--- src/rtl/parity_pkg.sv ---
// -----------------------------------------------------------------------------
// parity_pkg
// Shared definitions for the parity frame transmitter slice: FSM state
// encoding, the default data width and the number of non-data bits in a frame
// (start + parity + stop).
// -----------------------------------------------------------------------------
package parity_pkg;

  localparam int W_DEFAULT   = 16;
  localparam int FRAME_EXTRA = 3;

  typedef enum logic [2:0] {
    S_IDLE   = 3'd0,
    S_START  = 3'd1,
    S_DATA   = 3'd2,
    S_PARITY = 3'd3,
    S_STOP   = 3'd4
  } state_t;

  // Total frame length in clock cycles for a given word width and bit period.
  function automatic int frame_cycles(input int w, input int cpb);
    return (w + FRAME_EXTRA) * cpb;
  endfunction

endpackage

--- src/rtl/parity_frame_tx_bit_timer.sv ---
// -----------------------------------------------------------------------------
// bit_timer
// Bit-period timer for the frame transmitter. Counts 0..CLKS_PER_BIT-1 while
// enabled and pulses bit_tick on the terminal count. Held at zero while
// disabled so every frame starts on a fresh bit period.
//
// Ports:
//   clk      system clock, rising edge
//   rst      asynchronous, active-high reset
//   en       count enable (frame in progress)
//   bit_tick high on the last cycle of each bit period while enabled
// -----------------------------------------------------------------------------
module bit_timer #(
  parameter int CLKS_PER_BIT = 4
) (
  input  logic clk,
  input  logic rst,
  input  logic en,
  output logic bit_tick
);

  // A 1-bit counter is kept even when CLKS_PER_BIT is 1; it simply stays at 0.
  localparam int CW = (CLKS_PER_BIT > 1) ? $clog2(CLKS_PER_BIT) : 1;
  localparam logic [CW-1:0] TERM = CW'(CLKS_PER_BIT - 1);

  logic [CW-1:0] cnt;

  always_ff @(posedge clk or posedge rst) begin
    if (rst) begin
      cnt <= '0;
    end else if (!en) begin
      cnt <= '0;
    end else if (cnt == TERM) begin
      cnt <= '0;
    end else begin
      cnt <= cnt + 1'b1;
    end
  end

  assign bit_tick = en && (cnt == TERM);

endmodule

--- src/rtl/parity_frame_tx.sv ---
// -----------------------------------------------------------------------------
// parity_frame_tx
// Serial frame transmitter fed by the parity generator. Accepts a data word and
// its even-parity bit, then sends start(0), data LSB-first, parity, stop(1) on
// tx_out, each bit held CLKS_PER_BIT cycles. Flags words whose supplied parity
// disagrees with a local XOR of the data.
//
// Build option: define PARITY_ODD_EN to send the inverted (odd) parity bit on
// the line. The mismatch check always compares against even parity.
//
// Handshake: a word is taken on a rising edge where in_valid && in_ready.
// in_ready is high only in IDLE (and never during reset); in_valid while busy
// is ignored, so upstream holds its word until it sees in_ready.
//
// Ports:
//   clk, rst      clock and asynchronous active-high reset
//   in_valid      upstream word available
//   in_ready      transmitter idle and able to take a word
//   in_data       data word (W bits)
//   in_parity     even-parity bit for in_data
//   tx_out        registered serial line, idles high
//   busy          frame in progress
//   done          one-cycle pulse on the final cycle of the stop bit
//   par_mismatch  supplied parity disagreed with XOR of the data (held)
//   state_dbg     current FSM state encoding
// -----------------------------------------------------------------------------
module parity_frame_tx
  import parity_pkg::*;
#(
  parameter int W            = W_DEFAULT,
  parameter int CLKS_PER_BIT = 4
) (
  input  logic         clk,
  input  logic         rst,
  input  logic         in_valid,
  output logic         in_ready,
  input  logic [W-1:0] in_data,
  input  logic         in_parity,
  output logic         tx_out,
  output logic         busy,
  output logic         done,
  output logic         par_mismatch,
  output logic [2:0]   state_dbg
);

  localparam int IW = (W > 1) ? $clog2(W) : 1;
  localparam logic [IW-1:0] LAST_IDX = IW'(W - 1);

  state_t        state;
  logic [W-1:0]  shift_reg;
  logic [IW-1:0] data_idx;
  logic          par_q;
  logic          line_parity;
  logic          bit_tick;
  logic          accept;

  bit_timer #(
    .CLKS_PER_BIT(CLKS_PER_BIT)
  ) u_bit_timer (
    .clk     (clk),
    .rst     (rst),
    .en      (busy),
    .bit_tick(bit_tick)
  );

`ifdef PARITY_ODD_EN
  assign line_parity = ~par_q;
`else
  assign line_parity = par_q;
`endif

  assign busy      = (state != S_IDLE);
  assign in_ready  = (state == S_IDLE) && !rst;
  assign accept    = in_valid && in_ready;
  assign done      = (state == S_STOP) && bit_tick;
  assign state_dbg = state;

  // tx_out is loaded with the value of the bit that starts on the next cycle,
  // so the line changes exactly on bit boundaries straight from a flop.
  always_ff @(posedge clk or posedge rst) begin
    if (rst) begin
      state        <= S_IDLE;
      tx_out       <= 1'b1;
      shift_reg    <= '0;
      data_idx     <= '0;
      par_q        <= 1'b0;
      par_mismatch <= 1'b0;
    end else begin
      case (state)
        S_IDLE: begin
          tx_out <= 1'b1;
          if (accept) begin
            shift_reg    <= in_data;
            par_q        <= in_parity;
            par_mismatch <= (in_parity != ^in_data);
            data_idx     <= '0;
            tx_out       <= 1'b0;
            state        <= S_START;
          end
        end
        S_START: begin
          if (bit_tick) begin
            tx_out <= shift_reg[0];
            state  <= S_DATA;
          end
        end
        S_DATA: begin
          if (bit_tick) begin
            if (data_idx == LAST_IDX) begin
              tx_out <= line_parity;
              state  <= S_PARITY;
            end else begin
              // Next bit on the line is the one that becomes bit 0 after the shift.
              tx_out    <= shift_reg[1];
              shift_reg <= shift_reg >> 1;
              data_idx  <= data_idx + 1'b1;
            end
          end
        end
        S_PARITY: begin
          if (bit_tick) begin
            tx_out <= 1'b1;
            state  <= S_STOP;
          end
        end
        S_STOP: begin
          if (bit_tick) begin
            tx_out <= 1'b1;
            state  <= S_IDLE;
          end
        end
        default: begin
          tx_out <= 1'b1;
          state  <= S_IDLE;
        end
      endcase
    end
  end

endmodule
--- config.mk ---
export PLATFORM = sky130hd
export DESIGN_NAME = parity_frame_tx
export DESIGN_NICKNAME = d
export VERILOG_FILES = /design/src/rtl/parity_pkg.sv /design/src/rtl/parity_frame_tx_bit_timer.sv /design/src/rtl/parity_frame_tx.sv
export SDC_FILE = /design/constraint.sdc
export NUM_CORES = 1
export LEC_CHECK = 0
export ABC_CLOCK_PERIOD_IN_PS = 3890
export CORE_MARGIN = 5
export CORE_UTILIZATION = 50
export DETAILED_ROUTE_END_ITERATION = 8
export PLACE_DENSITY = 0.77
export SYNTH_ARGS = -nofsm -noshare
export SYNTH_HDL_FRONTEND = slang
export SYNTH_SLANG_ARGS = --single-unit
--- constraint.sdc ---
create_clock -name clk -period 3.89 [get_ports clk]
set_input_delay 0.778 -clock clk [delete_from_list [all_inputs] [get_ports clk]]
set_output_delay 0.778 -clock clk [all_outputs]
set_load 0.02 [all_outputs]
* Word level (Yosys, flattened, before mapping)
Cells that the tools add are included.
Cells by class: multiplexer cells 23, reduce and logical (&&, ||, !) cells 14, add/subtract/negate cells 2, equality and inequality tests 15
Operators with widths (count):
- $mux W16 | 3
- $pmux W16 S2 | 1
- $mux W3 | 6
- $reduce_xor A16 Y1 | 1
- $pmux W3 S5 | 1
- $ne A2 B2 Y1 const B | 7
- $mux W4 | 3
- $pmux W4 S2 | 1
- $eq A3 B2 Y1 const B | 2
- $reduce_and A6 Y1 | 1
- $mux W1 | 5
- $add A4 B1 Y4 const B | 1
- $eq A4 B4 Y1 const B | 1
- $logic_and A1 B1 Y1 | 4
- $mux W2 | 2
- $pmux W1 S4 | 1
- $reduce_and A4 Y1 | 1
- $eq A3 B1 Y1 const B | 1
- $eq A3 B3 Y1 const B | 1
- $logic_not A3 Y1 | 1
- $reduce_and A3 Y1 | 1
- $reduce_bool A3 Y1 | 1
- $add A2 B1 Y2 const B | 1
- $eq A2 B2 Y1 const B | 1
- 6 further kinds | 6
Word-level totals: logic and storage cells 61, bits in registers 28, input bits 20, output and inout port bits 8

* Depth between registers and ports, before layout
depth after elaboration 5, gate-level depth with buffers 7, depth with buffers taken out 6

* By module
From an unflattened synthesis, not the netlist that was laid out.
Unflattened totals: cell total of the unflattened synthesis 156, area, all modules 1530.2 um^2
By module, submodules not included:
- parity_frame_tx | cells an instance 149, area an instance 1437.6 um^2, times used 1, sequential area each 651.9 um^2
- bit_timer | cells an instance 7, area an instance 92.6 um^2, times used 1, sequential area each 50.0 um^2

* Worst setup path after synthesis
OpenSTA, ideal clock, no wires.
kind input to register, from input rst, to register par_q (netlist: line_parity), library setup time 125 ps, data required time 3765 ps, path buffers 1, slack 1744 ps, stages on the path 4, data arrival time 2021 ps, cell sequence inv_1 -> nand3_1 -> buf_2 -> mux2_2
On the way: cells in the longest elaborated chain, start to end 4
RTL lines:
- from (decl) | line parity_frame_tx.sv:34 | input logic rst,
- $logic_not A1 Y1 (no source line)
- $logic_and A1 B1 Y1 | line parity_frame_tx.sv:73 | assign in_ready = (state == S_IDLE) && !rst;
- $logic_and A1 B1 Y1 | line parity_frame_tx.sv:74 | assign accept = in_valid && in_ready;
- $reduce_and A2 Y1 (no source line)
- to (signal assigned) | line parity_frame_tx.sv:94 | par_q <= in_parity;
- to (decl) | line parity_frame_tx.sv:52 | logic par_q;
No other way between the ends. A chain may end at the register's enable or synchronous reset.

* Worst setup path after layout
from register state[1] (netlist: state_dbg[1]), to output in_ready
On the way: cells in the longest elaborated chain, start to end 2
RTL lines:
- from (decl) | line parity_frame_tx.sv:49 | state_t state;
- from (signal assigned) | line parity_frame_tx.sv:82 | state <= S_IDLE;
- from (signal assigned) | line parity_frame_tx.sv:98 | state <= S_START;
- from (signal assigned) | line parity_frame_tx.sv:104 | state <= S_DATA;
- $logic_not A3 Y1 | line parity_frame_tx.sv:73
- $logic_and A1 B1 Y1 | line parity_frame_tx.sv:73
- to (decl) | line parity_frame_tx.sv:36 | output logic in_ready,
No other way between the ends.

==> summary.md <==
| Metric | Value |
|---|---|
| Setup crit start | `state_dbg[1]` |
| RSZ-0062 raised after global routing | `false` |
| DR pass1 iterations | `4` |
| Final nets | `196` |
| DRT iter0 DRCs | `52` |
| Post-CTS repair timing setup buffer count | `0` |
| Largest net degree at the start of global routing | `30` |
| Fillers | `240` |
| Worst Hold Class | `reg -> reg` |
| Routed Antenna Nets | `0` |
| Post-CTS resize count | `0` |
| Synth async-reset ratio | `100%` |
| FP Rows | `19` |
| Top cells by count, synth | `nor2_1 (35), dfrtp_1 (27), o22ai_1 (15)` |
| Setup violators final | `0` |
| Vias per cell | `5.77` |
| Slew margin rel. | `52.7%` |
| Maximum vdd drop | `379 µV` |
| Critical Path AT | `1.99 ns` |
| Vias in the first global route | `1207` |
| Core Box Area | `0.00276 mm²` |
| Fmax | `0.361 GHz` |
| Synth top area cells | `dfrtp_1 (47%), nor2_1 (9.1%), xnor2_1 (7.3%), o22ai_1 (6.5%), o21ai_0 (2.1%)` |
| Syn. warnings | `0` |
| Hold_buf cts | `0` |
| Largest register FFs | `16` |
| Post-Syn Instances | `149` |
| Hold Startpoint | `u_bit_timer.cnt[0]` |
| Reg clk slew, reported paths | `0.15 ns` |
| Total Wirelength | `3010 µm` |
| Overall power | `1.13 mW` |
| CP Class | `reg -> out` |
| All-Layer GR Usage | `15.6%` |
| Yosys cell types | `38` |
| Fin Setup TNS | `0 ns` |
| H-tree levels | `1` |
| TritonCTS clock tree | `yes` |
| Port-buffer cells | `27` |
| Setup WS pre-CTS | `1.04 ns` |
| Clk_skew | `0.00373 ns` |
| Layout cells sized above 1 | `6.94%` |
| Max-cap violation count | `0` |
| Final Hold Viols | `0` |
| WL per Instance | `14.7 µm` |
| Clk buf depth | `2` |
| Max Slew Vio Count | `0` |
| CTS root buf | `clkbuf_4` |
| GR Overflow Total | `0` |
| Minimum clock period | `2.77 ns` |
| IO Count | `28` |
| R2R Setup Slk | `1.79 ns` |
| CTS Buf Count | `3` |
| CTS Sinks | `28` |
| First-pass GRT wire length | `5220 µm` |
| Startpoint Class | `flip-flop` |
| Number of enable flip-flop cells after synthesis | `0` |
| Top-area cell type share of the netlist area | `46.8%` |
| Maximum fanout along the worst path | `13` |
| Slew @ Worst Pin | `0.708 ns` |
| Avg Inst Size Synth | `9.68 µm²` |
| Pwr Density | `642 mW/mm²` |
| Clock insertion delay at the later pin of the skew report | `0.32 ns` |
| Req. time, crit path | `3.11 ns` |
| Sequential element share of the synthesized area | `48.7%` |
| Register bit total from synthesis | `28` |
| Via count | `1178` |
| Area added between synthesis and finish | `21.4%` |
| Post-route DRC | `0` |
| Status | `finished clean` |
| Initial Util | `52.3%` |
| Final period util | `71.2%` |
| GPL Wtd Cong | `0.813` |
| Detail Placement HPWL | `2300 µm` |
| Die X | `63.7 µm` |
| Synthesized area | `0.00144 mm²` |
| Worst setup EP type | `primary output` |
| Reg2reg start | `state_dbg[1]` |
| P_leak | `0.719 nW` |
| Synth area leader | `dfrtp_1` |
| # diodes | `0` |
| Most common cell in the netlist | `nor2_1` |
| Synth Net Count | `171` |
| Ys flop type | `dfrtp_1` |
| Initial antenna violation count | `0` |
| Die area | `0.00406 mm²` |
| Final setup margin | `1.12 ns` |
| Die height | `63.7 µm` |
-- kinds of logic (layout without fill, tap and decap cells) --
| logic type | count (synthesis) | count (layout) | share of synthesized area, % |
|---|---|---|---|
| buf+inv | 12 | 36 | 4.08 |
| flops | 28 | 28 | 48.7 |
| simple gates | 58 | 58 | 19.5 |
| fa+ha+maj | 2 | 2 | 1.73 |
| compound gates | 31 | 31 | 13.9 |
| xor+xnor | 16 | 16 | 10.7 |
| mux | 2 | 2 | 1.47 |
-- final cells by class --
cell class                 count  area [µm²]  share of cell area [%]
inverter                       4        15.0                   0.857
clock buffer                   4        36.3                    2.07
tap                           31        38.8                    2.21
multi-input combinational    109         682                    38.9
sequential                    28         702                    40.1
timing repair buffer          28         278                    15.9
-- per-stage QoR --
step	cells	util (%)	cell area [µm²]	hold slack, ns
6_report	204	63.5	1750	0.444
5_1_grt	204	63.5	1750	0.490
4_1_cts	204	63.5	1750	0.449
3_5_place_dp	200	62.2	1720	0.430
3_3_place_gp	200	62.2	1720	0.425
2_1_floorplan	149	-	1440	0.415
-- critical path, stage by stage (launching register included) --
cell and delay (ns):
dfrtp_1 0.57, nor3_2 0.29, inv_1 0.11, nor2_1 0.09, clkdlybuf4s50_1 0.60
-- per-layer routing --
layer,vias to the layer above,track usage [%],routed length (µm)
li1,563,-,-
met1,579,20.0,1300
met2,28,26.8,1570
met3,8,2.84,104
met4,0,4.42,36
met5,-,0,0
-- placed cells by master, fill, tap and decap left out, types with 3 or more instances in the layout --
| master | Yosys | final |
|---|---|---|
| nor2_1 | 35 | 35 |
| dfrtp_1 | 27 | 27 |
| clkdlybuf4s50_1 | 0 | 27 |
| o22ai_1 | 15 | 15 |
| xnor2_1 | 12 | 12 |
| nand2_1 | 8 | 8 |
| o21ai_0 | 6 | 6 |
| inv_1 | 4 | 4 |
| xor2_1 | 3 | 3 |
| clkbuf_4 | 0 | 3 |
-- final timing paths --
path,to,depth (start not counted)
worst max-delay path,in_ready,4
worst max register to register,data_idx[2],5
worst min-delay path,u_bit_timer.cnt[0],1
worst min register to register,u_bit_timer.cnt[0],1
max in group asynchronous,tx_out,3
min in group asynchronous,state_dbg[0],3
-- where the power goes --
| group | total, mW | internal [mW] | switching [mW] | leakage (nW) |
|---|---|---|---|---|
| clock network | 0.138 | 0.0571 | 0.0811 | 0.0210 |
| logic | 0.448 | 0.223 | 0.225 | 0.370 |
| registers | 0.539 | 0.420 | 0.119 | 0.328 |
| total | 1.13 | 0.700 | 0.425 | 0.719 |
Note: power is estimated with default switching activity, not from simulation.
